File: src/rtl/hrm_io_bridge_if.sv
// Signal bundle between the UART, the CPU mailboxes and the I/O bridge.
// The slave modport is the bridge view; master is the surrounding system.
interface hrm_io_bridge_if #(
    parameter int unsigned IBUF_LG = 2
);
    logic [7:0]       rx_data;
    logic             rx_valid;
    logic             clr_ovr;
    logic             cpu_in_full;
    logic [7:0]       cpu_in_data;
    logic             cpu_in_wr;
    logic             cpu_out_empty;
    logic [7:0]       cpu_out_data;
    logic             cpu_out_rd;
    logic             tx_ready;
    logic [7:0]       tx_data;
    logic             tx_start;
    logic             rx_overrun;
    logic [IBUF_LG:0] ibuf_level;

    modport slave (
        input  rx_data, rx_valid, clr_ovr, cpu_in_full, cpu_out_empty, cpu_out_data, tx_ready,
        output cpu_in_data, cpu_in_wr, cpu_out_rd, tx_data, tx_start, rx_overrun, ibuf_level
    );

    modport master (
        output rx_data, rx_valid, clr_ovr, cpu_in_full, cpu_out_empty, cpu_out_data, tx_ready,
        input  cpu_in_data, cpu_in_wr, cpu_out_rd, tx_data, tx_start, rx_overrun, ibuf_level
    );
endinterface

File: src/rtl/hrm_io_bridge.sv
// UART <-> CPU mailbox bridge: buffered inbound byte path and a 4-state outbound
// transmit sequencer. All outputs come straight from flops.
module hrm_io_bridge #(
    parameter int unsigned IBUF_LG = 2
) (
    input logic            clk,
    input logic            i_rst,
    hrm_io_bridge_if.slave bus
);
    localparam int unsigned Depth = 2 ** IBUF_LG;

    typedef enum logic [1:0] {StIdle, StPop, StSend, StWait} out_state_e;

    // Inbound path
    logic [7:0]         mem_q [Depth];
    logic [IBUF_LG-1:0] wr_ptr_q, rd_ptr_q;
    logic [IBUF_LG:0]   level_q, level_d;
    logic [7:0]         in_data_q;
    logic               in_wr_q;
    logic               overrun_q, overrun_d;
    logic               full, push, pop, drop;

    always_comb begin
        full = (level_q == (IBUF_LG+1)'(Depth));
        // Gating on in_wr_q limits INBOX writes to one every other cycle.
        pop  = (level_q != '0) && !bus.cpu_in_full && !in_wr_q;
        push = bus.rx_valid && (!full || pop);
        drop = bus.rx_valid && full && !pop;

        level_d = level_q;
        if (push && !pop) begin
            level_d = level_q + (IBUF_LG+1)'(1);
        end else if (pop && !push) begin
            level_d = level_q - (IBUF_LG+1)'(1);
        end

        overrun_d = overrun_q;
        if (drop) begin
            overrun_d = 1'b1;
        end else if (bus.clr_ovr) begin
            overrun_d = 1'b0;
        end
    end

    always_ff @(posedge clk) begin
        if (push) begin
            mem_q[wr_ptr_q] <= bus.rx_data;
        end
    end

    always_ff @(posedge clk or negedge i_rst) begin
        if (!i_rst) begin
            wr_ptr_q  <= '0;
            rd_ptr_q  <= '0;
            level_q   <= '0;
            in_data_q <= '0;
            in_wr_q   <= 1'b0;
            overrun_q <= 1'b0;
        end else begin
            level_q   <= level_d;
            overrun_q <= overrun_d;
            in_wr_q   <= pop;
            if (push) begin
                wr_ptr_q <= wr_ptr_q + IBUF_LG'(1);
            end
            if (pop) begin
                in_data_q <= mem_q[rd_ptr_q];
                rd_ptr_q  <= rd_ptr_q + IBUF_LG'(1);
            end
        end
    end

    // Outbound path
    out_state_e state_q, state_d;
    logic [7:0] tx_data_q, tx_data_d;
    logic       strobe_q;

    always_comb begin
        state_d   = state_q;
        tx_data_d = tx_data_q;
        unique case (state_q)
            StIdle: begin
                if (!bus.cpu_out_empty && bus.tx_ready) begin
                    state_d   = StPop;
                    tx_data_d = bus.cpu_out_data;
                end
            end
            StPop:  state_d = StSend;
            StSend: if (!bus.tx_ready) state_d = StWait;
            StWait: if (bus.tx_ready) state_d = StIdle;
            default: state_d = StIdle;
        endcase
    end

    always_ff @(posedge clk or negedge i_rst) begin
        if (!i_rst) begin
            state_q   <= StIdle;
            tx_data_q <= '0;
            strobe_q  <= 1'b0;
        end else begin
            state_q   <= state_d;
            tx_data_q <= tx_data_d;
            // Registered copy of "in POP" so the strobes are glitch-free flop outputs.
            strobe_q  <= (state_d == StPop);
        end
    end

    assign bus.cpu_in_data = in_data_q;
    assign bus.cpu_in_wr   = in_wr_q;
    assign bus.rx_overrun  = overrun_q;
    assign bus.ibuf_level  = level_q;
    assign bus.tx_data     = tx_data_q;
    assign bus.tx_start    = strobe_q;
    assign bus.cpu_out_rd  = strobe_q;

endmodule

File: src/flat_wrapper.sv
// flat-port wrapper written by rule: the top's interface ports become plain ports
module hrm_io_bridge_flat 
#(
    parameter int unsigned IBUF_LG = 2
)
  (clk, i_rst, bus_rx_data, bus_rx_valid, bus_clr_ovr, bus_cpu_in_full, bus_cpu_out_empty, bus_cpu_out_data, bus_tx_ready, bus_cpu_in_data, bus_cpu_in_wr, bus_cpu_out_rd, bus_tx_data, bus_tx_start, bus_rx_overrun, bus_ibuf_level);
  hrm_io_bridge_if #(.IBUF_LG(IBUF_LG)) bus_i ();
  input logic clk;
  input logic i_rst;
  input wire logic [$bits(bus_i.rx_data)-1:0] bus_rx_data;
  input wire logic [$bits(bus_i.rx_valid)-1:0] bus_rx_valid;
  input wire logic [$bits(bus_i.clr_ovr)-1:0] bus_clr_ovr;
  input wire logic [$bits(bus_i.cpu_in_full)-1:0] bus_cpu_in_full;
  input wire logic [$bits(bus_i.cpu_out_empty)-1:0] bus_cpu_out_empty;
  input wire logic [$bits(bus_i.cpu_out_data)-1:0] bus_cpu_out_data;
  input wire logic [$bits(bus_i.tx_ready)-1:0] bus_tx_ready;
  output wire logic [$bits(bus_i.cpu_in_data)-1:0] bus_cpu_in_data;
  output wire logic [$bits(bus_i.cpu_in_wr)-1:0] bus_cpu_in_wr;
  output wire logic [$bits(bus_i.cpu_out_rd)-1:0] bus_cpu_out_rd;
  output wire logic [$bits(bus_i.tx_data)-1:0] bus_tx_data;
  output wire logic [$bits(bus_i.tx_start)-1:0] bus_tx_start;
  output wire logic [$bits(bus_i.rx_overrun)-1:0] bus_rx_overrun;
  output wire logic [$bits(bus_i.ibuf_level)-1:0] bus_ibuf_level;
  assign bus_i.rx_data = bus_rx_data;
  assign bus_i.rx_valid = bus_rx_valid;
  assign bus_i.clr_ovr = bus_clr_ovr;
  assign bus_i.cpu_in_full = bus_cpu_in_full;
  assign bus_i.cpu_out_empty = bus_cpu_out_empty;
  assign bus_i.cpu_out_data = bus_cpu_out_data;
  assign bus_i.tx_ready = bus_tx_ready;
  assign bus_cpu_in_data = bus_i.cpu_in_data;
  assign bus_cpu_in_wr = bus_i.cpu_in_wr;
  assign bus_cpu_out_rd = bus_i.cpu_out_rd;
  assign bus_tx_data = bus_i.tx_data;
  assign bus_tx_start = bus_i.tx_start;
  assign bus_rx_overrun = bus_i.rx_overrun;
  assign bus_ibuf_level = bus_i.ibuf_level;
  hrm_io_bridge #(.IBUF_LG(IBUF_LG)) u_core (.clk(clk), .i_rst(i_rst), .bus(bus_i));
endmodule
File: config.mk
export PLATFORM = sky130hd
export DESIGN_NAME = hrm_io_bridge_flat
export DESIGN_NICKNAME = d
export VERILOG_FILES = /design/src/rtl/hrm_io_bridge_if.sv /design/src/rtl/hrm_io_bridge.sv /design/src/flat_wrapper.sv
export SDC_FILE = /design/constraint.sdc
export NUM_CORES = 1
export LEC_CHECK = 0
export CORE_AREA = 2 2 70 72
export CTS_BUF_LIST = sky130_fd_sc_hd__clkbuf_4 sky130_fd_sc_hd__clkbuf_8
export DETAILED_ROUTE_END_ITERATION = 16
export DIE_AREA = 0 0 72 74
export PLACE_DENSITY = 0.87
export SKIP_LAST_GASP = 1
export SYNTH_ARGS = -nofsm -noshare
export SYNTH_HDL_FRONTEND = slang
export SYNTH_SLANG_ARGS = --single-unit
export TNS_END_PERCENT = 5
File: constraint.sdc
create_clock -name clk -period 2.7 [get_ports clk]
set_input_delay 0.27 -clock clk [delete_from_list [all_inputs] [get_ports clk]]
set_output_delay 0.27 -clock clk [all_outputs]
set_load 0.1 [all_outputs]
== Word-level counts from Yosys, hierarchy flattened ==
Memories as Yosys holds them, arrays and structs flattened. A register that Yosys moved wholly into a read port is not among the register bits.
Index checks and enable logic that the tools add are counted.

* Bits in registers: 20
* RAM bits: 32
* Memories kept: 1
* Output and inout port bits: 23
* Memory bits (read-only): 0
* Bits in latches: 0

* Eq/ne operators: 5
* Muxes and demuxes: 10
* $lt $le $gt $ge: 0
* Divide/modulo/power cells: 0
* $mul: 0
* Reductions and logical operators: 21
* Add/subtract/negate cells: 4
* Shifts and indexed selects: 0
* Bitwise gates (word level): 0

{| class="wikitable"
|+ Memory list
! memory !! depth !! width !! read ports !! clocked after memory_dff !! write ports !! line !! text
|-
| u_core.mem_q || 4 || 8 || 1 || 1 || 1 || hrm_io_bridge.sv:15 || <nowiki>logic [7:0] mem_q [Depth];</nowiki>
|}

{| class="wikitable"
|+ Operator list
! kind !! number
|-
| $logic_and 1x1->1 || 8
|-
| $pmux 2 s4 || 1
|-
| $logic_not 1->1 || 7
|-
| $mux 2 || 3
|-
| $mux 3 || 2
|-
| $add 2x1->2 const B || 2
|-
| $eq 2x1->1 const B || 2
|-
| $eq 2x2->1 const B || 2
|-
| $mux 1 || 4
|-
| $reduce_bool 2->1 || 2
|-
| $add 3x1->3 const B || 1
|-
| $eq 3x3->1 const B || 1
|-
| $reduce_bool 3->1 || 1
|-
| $sub 3x1->3 const B || 1
|-
| $logic_not 2->1 || 1
|-
| $reduce_and 2->1 || 1
|-
| $logic_or 1x1->1 || 1
|}

== Longest topological paths before layout ==
Gate-level depths: netlist of run 1.

* Depth after elaboration: 9
* Depth in mapped cells: 10
* Depth with buffers taken out: 9

== Worst setup path before layout of run 1 ==
OpenSTA, ideal clock, no wires.

* Path kind: register to register
* Start: register u_core.level_q[2] (netlist: u_core.bus.ibuf_level[2])
* End: register u_core.level_q[1] (netlist: u_core.bus.ibuf_level[1])
* Data required time: 2.574 ns
* Cell stages (with the launch flop): 7
* Slack: 0.003 ns
* Arrival time: 2.570 ns
* Buffers on the path: 0
* Cells stage by stage: dfrtp_1 > inv_1 > o41a_1 > ha_1 > inv_1 > fa_1 > mux2_2

{| class="wikitable"
|+ RTL lines
! element !! line !! text
|-
| from (decl) || hrm_io_bridge.sv:17 || <nowiki>logic [IBUF_LG:0] level_q, level_d;</nowiki>
|-
| from (signal assigned) || hrm_io_bridge.sv:60 || <nowiki>level_q <= level_d;</nowiki>
|-
| $reduce_bool 3->1 || hrm_io_bridge.sv:26 || <nowiki>pop = (level_q != '0) && !bus.cpu_in_full && !in_wr_q;</nowiki>
|-
| $logic_and 1x1->1 (2 in series) || hrm_io_bridge.sv:26 ||
|-
| $logic_or 1x1->1 (*) || hrm_io_bridge.sv:27 || <nowiki>push = bus.rx_valid && (!full || pop);</nowiki>
|-
| $logic_and 1x1->1 (*) || hrm_io_bridge.sv:27 ||
|-
| via u_core.push || hrm_io_bridge.sv:21 || <nowiki>logic full, push, pop, drop;</nowiki>
|-
| $logic_and 1x1->1 (*) || hrm_io_bridge.sv:31 || <nowiki>if (push && !pop) begin</nowiki>
|-
| $mux 3 (*) || hrm_io_bridge.sv:31 ||
|-
| via u_core.level_d[1] || hrm_io_bridge.sv:17 ||
|}

Mark *: on every way through the listed nets, which the timed path passes. The rest lies on a longest branch.
A chain may end at the register's enable or synchronous reset.

== Final worst setup path of run 1 ==
* Start: register u_core.level_q[0] (netlist: u_core.bus.ibuf_level[0])
* End: register u_core.level_q[1] (netlist: u_core.bus.ibuf_level[1])

Same word-level chain as after synthesis.

==> summary.md, run 1 <==
| Metric | Value |
|---|---|
| Outcome | finished clean |
| Die Wd | 72 um |
| Share of cells above drive strength 1 | between 30% and 40% |
| Synthesized area per cell | approximately 19 um2 |
| Register area share after synthesis | a little over two thirds |
| Critical R2R Launch | u_core.bus.ibuf_level[0]$_DFFE_PN0P_ |
| Final ANT Viol Nets | 0 |
| Synthesized cell area | 2350 um2 |
| Worst path slowest cell | o41a_1 |
| Maximum number of pins on one net before global-route repair | 29 |
| # rows | 25 |
| Final WL | 3.90 mm |
| Max Slew Vio Count | 0 |
| Die area | 5330 um2 |
| Critical path class | reg -> reg |
| Count of final setup violators | 0 |
| Maximum fanout along the worst path | 7 |
| Hold buffers post-CTS | 0 |
| CTS tree | built |
| Tcrit/Tclk final | 81.0% |
| Yosys warns | 0 |
| Setup crit start | u_core.bus.ibuf_level[0]$_DFFE_PN0P_ |
| Clock latency on the worst-skew pair | 330 ps |
| Core area | 4600 um2 |
| Worst slew pin tran | roughly 600 ps |
| Fin crit period | 2190 ps |
| Area Growth Syn to Fin | 26.9% |
| First-pass GRT wire length | 6.26 mm |
| Register Area | between 1500 and 2000 um2 |
| Crit end category | flop |
| Via count | 1,255 |
| Die H | 74 um |
| Top post-synthesis cells by area | edfxtp_1 (41%), dfrtp_1 (30%), mux2_2 (8.6%), mux4_2 (7.7%), ha_1 (2.7%) |
| Share of the synthesized area in the top cell type | 40.9% |
| Ant. Diodes | 0 |
| Synth Flop Type | edfxtp_1 |
| Gr usage total | between 10% and 20% |
| Iter 0 DRT Violations | 34 |
| Clock transition at path regs | around 70 ps |
| IO buf count | 45 |
| WP data required | 2920 ps |
| CTS root buffer | clkbuf_8 |
| Most frequent cell after synthesis | edfxtp_1 |
| DRC viols | 0 |
| Initial antenna violation count | 0 |
| #FFs+latches synth | 60 |
| Crit path launch type | flop |
| WL per Instance | 16.5 um |
| # Post-CTS Setup Buffers | 0 |
| FFs w/ async S/R, synth | a little under half |
| Syn nets | 153 |
| Clock skew | roughly 8.6 ps |
| Hpwl dp | 2.68 mm |
| Critical path cell sequence | o41a_1 -> ha_1 -> inv_1 -> fa_1 -> mux2_2 |
| Final hold vios | 0 |
| Fillers | 321 |
| Num CTS Buffers | 9 |
| Drt pass-1 iters | 4 |
| CTS max path bufs | 2 |
| Initial Util | 51.0% |
| Slew HR | approximately three fifths |
| # resized after CTS | 0 |
| Number of distinct library cells after synthesis | 23 |
| Gpl congestion | between 0.6 and 0.7 |
| Via density | 5.30 |
| RSZ-0062 raised after global routing | no |
| Total congestion overflow | 0 |
| Worst min path class | in -> async |
| Setup_tns | 0 ps |
| Sink Count | 60 |
| Peak Freq | between 400 and 500 MHz |
| Multi-input gate area | 638 um2 |
| Synth Instances | 124 |
| IO Pins | 46 |
| H-tree levels | 3 |
| Critical Path AT | 2400 ps |
| Synth area leader | edfxtp_1 |
| Vias in the first global route | 1,364 |
| Nets | 207 |
| Number of synthesized flops with an enable pin | 32 |
| Largest stage delay, worst path | ~560 ps |
| Most common library cells after synthesis | edfxtp_1 (32), dfrtp_1 (28), mux2_2 (18), mux4_2 (8), inv_1 (7) |
| Maximum capacitance violations | 0 |
[state kept, by name, summed over array words and instances (netlist names)]
signal                  count
u_core.bus.rx_overrun       1
u_core.state_q              2
u_core.bus.tx_data          8
u_core.bus.cpu_out_rd       1
u_core.bus.cpu_in_wr        1
u_core.mem_q               32
u_core.wr_ptr_q             2
u_core.bus.ibuf_level       3
u_core.rd_ptr_q             2
u_core.bus.cpu_in_data      8
[worst paths after layout]
path,end,slack [ps],cells after the start
min reg2reg,u_core.bus.cpu_in_data[6]$_DFFE_PN0N_,510,1
max in group asynchronous,u_core.bus.rx_overrun$_DFFE_PN0P_,2110,2
min in group clk,u_core.bus.cpu_in_data[6]$_DFFE_PN0N_,510,1
max reg2reg,u_core.bus.ibuf_level[1]$_DFFE_PN0P_,510,5
max,u_core.bus.ibuf_level[1]$_DFFE_PN0P_,510,5
min,u_core.bus.cpu_out_rd$_DFF_PN0_,320,2
[metal layers]
metal | share of wire, % | global-route usage [%] | wire length [um] | up-vias
met5 | 0 | 0 | 0 | -
met4 | 1.6 | 10.1 | 63 | 0
met3 | 7.7 | 5.56 | 302 | 6
met2 | 54 | 29.7 | 2100 | 48
met1 | 37 | 17.4 | 1440 | 626
li1 | - | - | - | 575
[logic make-up after synthesis]
| logic type | after synthesis | synth area share (%) |
|---|---|---|
| buffers and inverters | 11 | 2.03 |
| adder cells (fa/ha/maj) | 6 | 3.52 |
| AO/OA/AOI/OAI | 6 | 2.40 |
| flip-flops | 60 | 70.8 |
| XOR/XNOR | 6 | 2.24 |
| multiplexers | 26 | 16.3 |
| AND/OR/NAND/NOR | 9 | 2.72 |
[critical path, delay by kind of cell, from the launching register on]
family	cells	cell delay [ps]
adders and majority gates	2	690
AOI/OAI and AO/OA	1	560
DFF	1	470
muxes	1	280
buffers and inverters	1	80
[final cells by class]
cell class                 instances  area share (%)
clock inverter                     2           0.336
timing repair buffer              47            13.7
inverter                           7           0.882
multi-input combinational         53            21.4
tap                               54            2.27
sequential                        60            55.8
clock buffer                      14            5.63
[cells in the final DEF (no fill, tap or decap), types with 2 or more instances in the layout]
| master | synthesis | final |
|---|---|---|
| clkbuf_8 | 0 | 10 |
| xor2_1 | 3 | 3 |
| mux2_2 | 18 | 18 |
| buf_4 | 1 | 25 |
| nor2_1 | 2 | 2 |
| ha_1 | 5 | 5 |
| clkbuf_4 | 0 | 4 |
| and2_1 | 4 | 4 |
| clkdlybuf4s50_1 | 0 | 22 |
| mux4_2 | 8 | 8 |
| edfxtp_1 | 32 | 32 |
| inv_1 | 7 | 7 |
| clkinv_2 | 0 | 2 |
| dfrtp_1 | 28 | 28 |
| xnor2_1 | 3 | 3 |
[metrics by stage]
stage	setup WS [ps]	hold slack (ps)	area, um2	util, %	cells
6_report	514	323	2980	64.8	237
5_1_grt	415	341	2980	64.8	237
4_1_cts	512	320	2980	64.8	237
3_5_place_dp	285	499	2800	60.9	221
3_3_place_gp	388	490	2800	60.9	221
2_1_floorplan	3.43	-25.6	2350	-	124
Power of run 1 is not shown: default switching activity piles up to over one toggle a cycle in this logic, so the estimate is an artifact.
==> run 2: changes to the inputs <==
CORE_AREA = 2 2 73 75   (was 2 2 70 72)
DIE_AREA = 0 0 75 77   (was 0 0 72 74)
PLACE_DENSITY = 0.84   (was 0.87)
clock period = 1.78 ns   (was 2.7 ns; I/O delays follow)
==> run 2 against run 1 <==
  * Clock skew is 0.58 ps lower
  * Flip-flop and latch count unchanged
  * Core utilization is 0.23 points lower
  * Clock-buffer cell count decreased by 2
  * Cell area increased by 7.9%
  * Setup slack worse by 720 ps
  * Via count is 4.0% higher
  * The flow now finishes with violations (setup timing)
  * Critical path type unchanged
  * Wire length is 9.2% higher
==> summary.md, run 2 (synthesis gave the netlist of run 1 again) <==
| Metric | Value |
|---|---|
| Outcome | finished, violations left |
| Failing checks | setup timing |
| RSZ-0062 raised after global routing | yes |
| Critical Path AT | 2190 ps |
| Via count | approximately 1,300 |
| Nets | 220 |
| Initial Util | 47.2% |
| DRC viols | 0 |
| Crit path launch type | flop |
| Max reg flops | 32 |
| Die area | 5780 um2 |
| Register Area | 1670 um2 |
| Critical path cell sequence | nor2_4 -> o41a_1 -> ha_2 -> inv_2 -> fa_2 -> mux2_2 |
| Worst min path class | in -> async |
| Die H | 77 um |
| Setup_tns | -856 ps |
| Clock skew | 8.07 ps |
| Largest stage delay, worst path | 440 ps |
| # rows | 26 |
| CTS max path bufs | 2 |
| Via density | 4.91 |
| IO buf count | 45 |
| Multi-input gate area | around 650 um2 |
| Vias in the first global route | 1,397 |
| Most frequent cells in the layout | buf_4 (35), edfxtp_1 (32), dfrtp_1 (24) |
| Crit end category | flop |
| H-tree levels | 3 |
| Final hold vios | 0 |
| Clock transition at path regs | approximately 70 ps |
| Final ANT Viol Nets | 0 |
| WL per Instance | 16.0 um |
| Worst slew pin tran | 695 ps |
| Slew HR | 53.5% |
| Initial antenna violation count | 0 |
| Die Wd | 75 um |
| Ant. Diodes | 0 |
| Clock latency on the worst-skew pair | 330 ps |
| Sink Count | 60 |
| Final WS setup | -204 ps |
| Design Area, Final | approximately 3200 um2 |
| Area Growth Syn to Fin | 36.9% |
| Total congestion overflow | 0 |
| Fillers | ~380 |
| Largest register by flop count | u_core.mem_q |
| Fin crit period | 1980 ps |
| Share of cells above drive strength 1 | 46.4% |
| Dpl cells | 247 |
| Worst path slowest cell | o41a_1 |
| Hpwl dp | between 2 and 3 mm |
| Maximum fanout along the worst path | 2 |
| CTS root buffer | clkbuf_8 |
| Drt pass-1 iters | 4 |
| Peak Freq | 504 MHz |
| Gpl congestion | between 0.7 and 0.8 |
| Count of final setup violators | 33 |
| Dpl cell area | 2950 um2 |
| CTS tree | built |
| IO Pins | between 40 and 50 |
| Num CTS Buffers | 9 |
| Final WL | about 4.3 mm |
| Hold buffers post-CTS | 0 |
| Core area | 4980 um2 |
| Critical path class | reg -> reg |
| Max Slew Vio Count | 0 |
| Tcrit/Tclk final | 111% |
| Maximum number of pins on one net before global-route repair | 16 |
| Maximum capacitance violations | 0 |
| First-pass GRT wire length | approximately 6.6 mm |
| Iter 0 DRT Violations | 75 |
| Most common cell after layout, fill and taps aside | buf_4 |
| WP data required | 1990 ps |
| Gr usage total | 16.1% |
| Layout Cells excl Fill | approximately 270 |
==> run 2: cell types whose count changed in the layout (fill, tap and decap cells not counted), moves of 3 or more <==
| cell | delta |
|---|---|
| buf_4 | +10 |
| dfrtp_4 | +3 |
| clkbuf_4 | -3 |
| dfrtp_1 | -4 |
| buf_12 | +3 |
==> run 2: path summary, 6_finish.rpt <==
kind	slack [ps]	endpoint	cells past startpoint	startpoint
max	-200	u_core.bus.ibuf_level[1]$_DFFE_PN0P_	6	u_core.bus.cpu_in_wr$_DFF_PN0_
min	270	u_core.state_q[1]$_DFF_PN0_	1	i_rst
max reg2reg	-200	u_core.bus.ibuf_level[1]$_DFFE_PN0P_	6	u_core.bus.cpu_in_wr$_DFF_PN0_
min reg2reg	510	u_core.bus.cpu_in_data[3]$_DFFE_PN0N_	1	u_core.bus.cpu_in_data[3]$_DFFE_PN0N_
max in group asynchronous	990	u_core.wr_ptr_q[0]$_DFFE_PN0P_	2	i_rst
min in group clk	450	u_core.bus.rx_overrun$_DFFE_PN0P_	3	bus_clr_ovr
==> run 2: critical path, delay by kind of cell (launching register included) <==
kind	cells	cell delay, ps
simple gates	1	40
flops	1	430
fa+ha+maj	2	640
compound gates	1	440
mux	1	260
buf+inv	1	60
==> run 2: through the flow <==
stage	utilization, %	hold slack (ps)	setup WS, ps
global route	64.6	320	-248
floorplan	-	-118	-431
finish	64.6	266	-204
CTS	64.4	277	-174
global placement	59.3	476	-363
detailed placement	59.3	497	-436
==> run 2: area by class of cell <==
type	count	share of cell area, %
multi-input cells	53	20.2
clock buffers	12	4.95
well taps	70	2.73
clock inverters	4	2.26
inverters	7	0.818
repair buffers	60	16.9
flip-flops and latches	60	52.1
==> run 2: repair_timing <==
action                     4_1_cts  5_1_grt
gates resized for setup          2        2
gates cloned                     0        0
setup buffers                    3        0
pin swaps                        3        3
setup endpoints to repair        2       34
==> run 2: layer usage <==
| metal | GRT usage, % | share of wire (%) |
|---|---|---|
| met2 | 27.0 | 52 |
| met3 | 5.39 | 7.7 |
| met1 | 17.9 | 39 |
| met4 | 7.50 | 1.5 |
| met5 | 0 | 0 |
Power of run 2 is left out for the same reason.
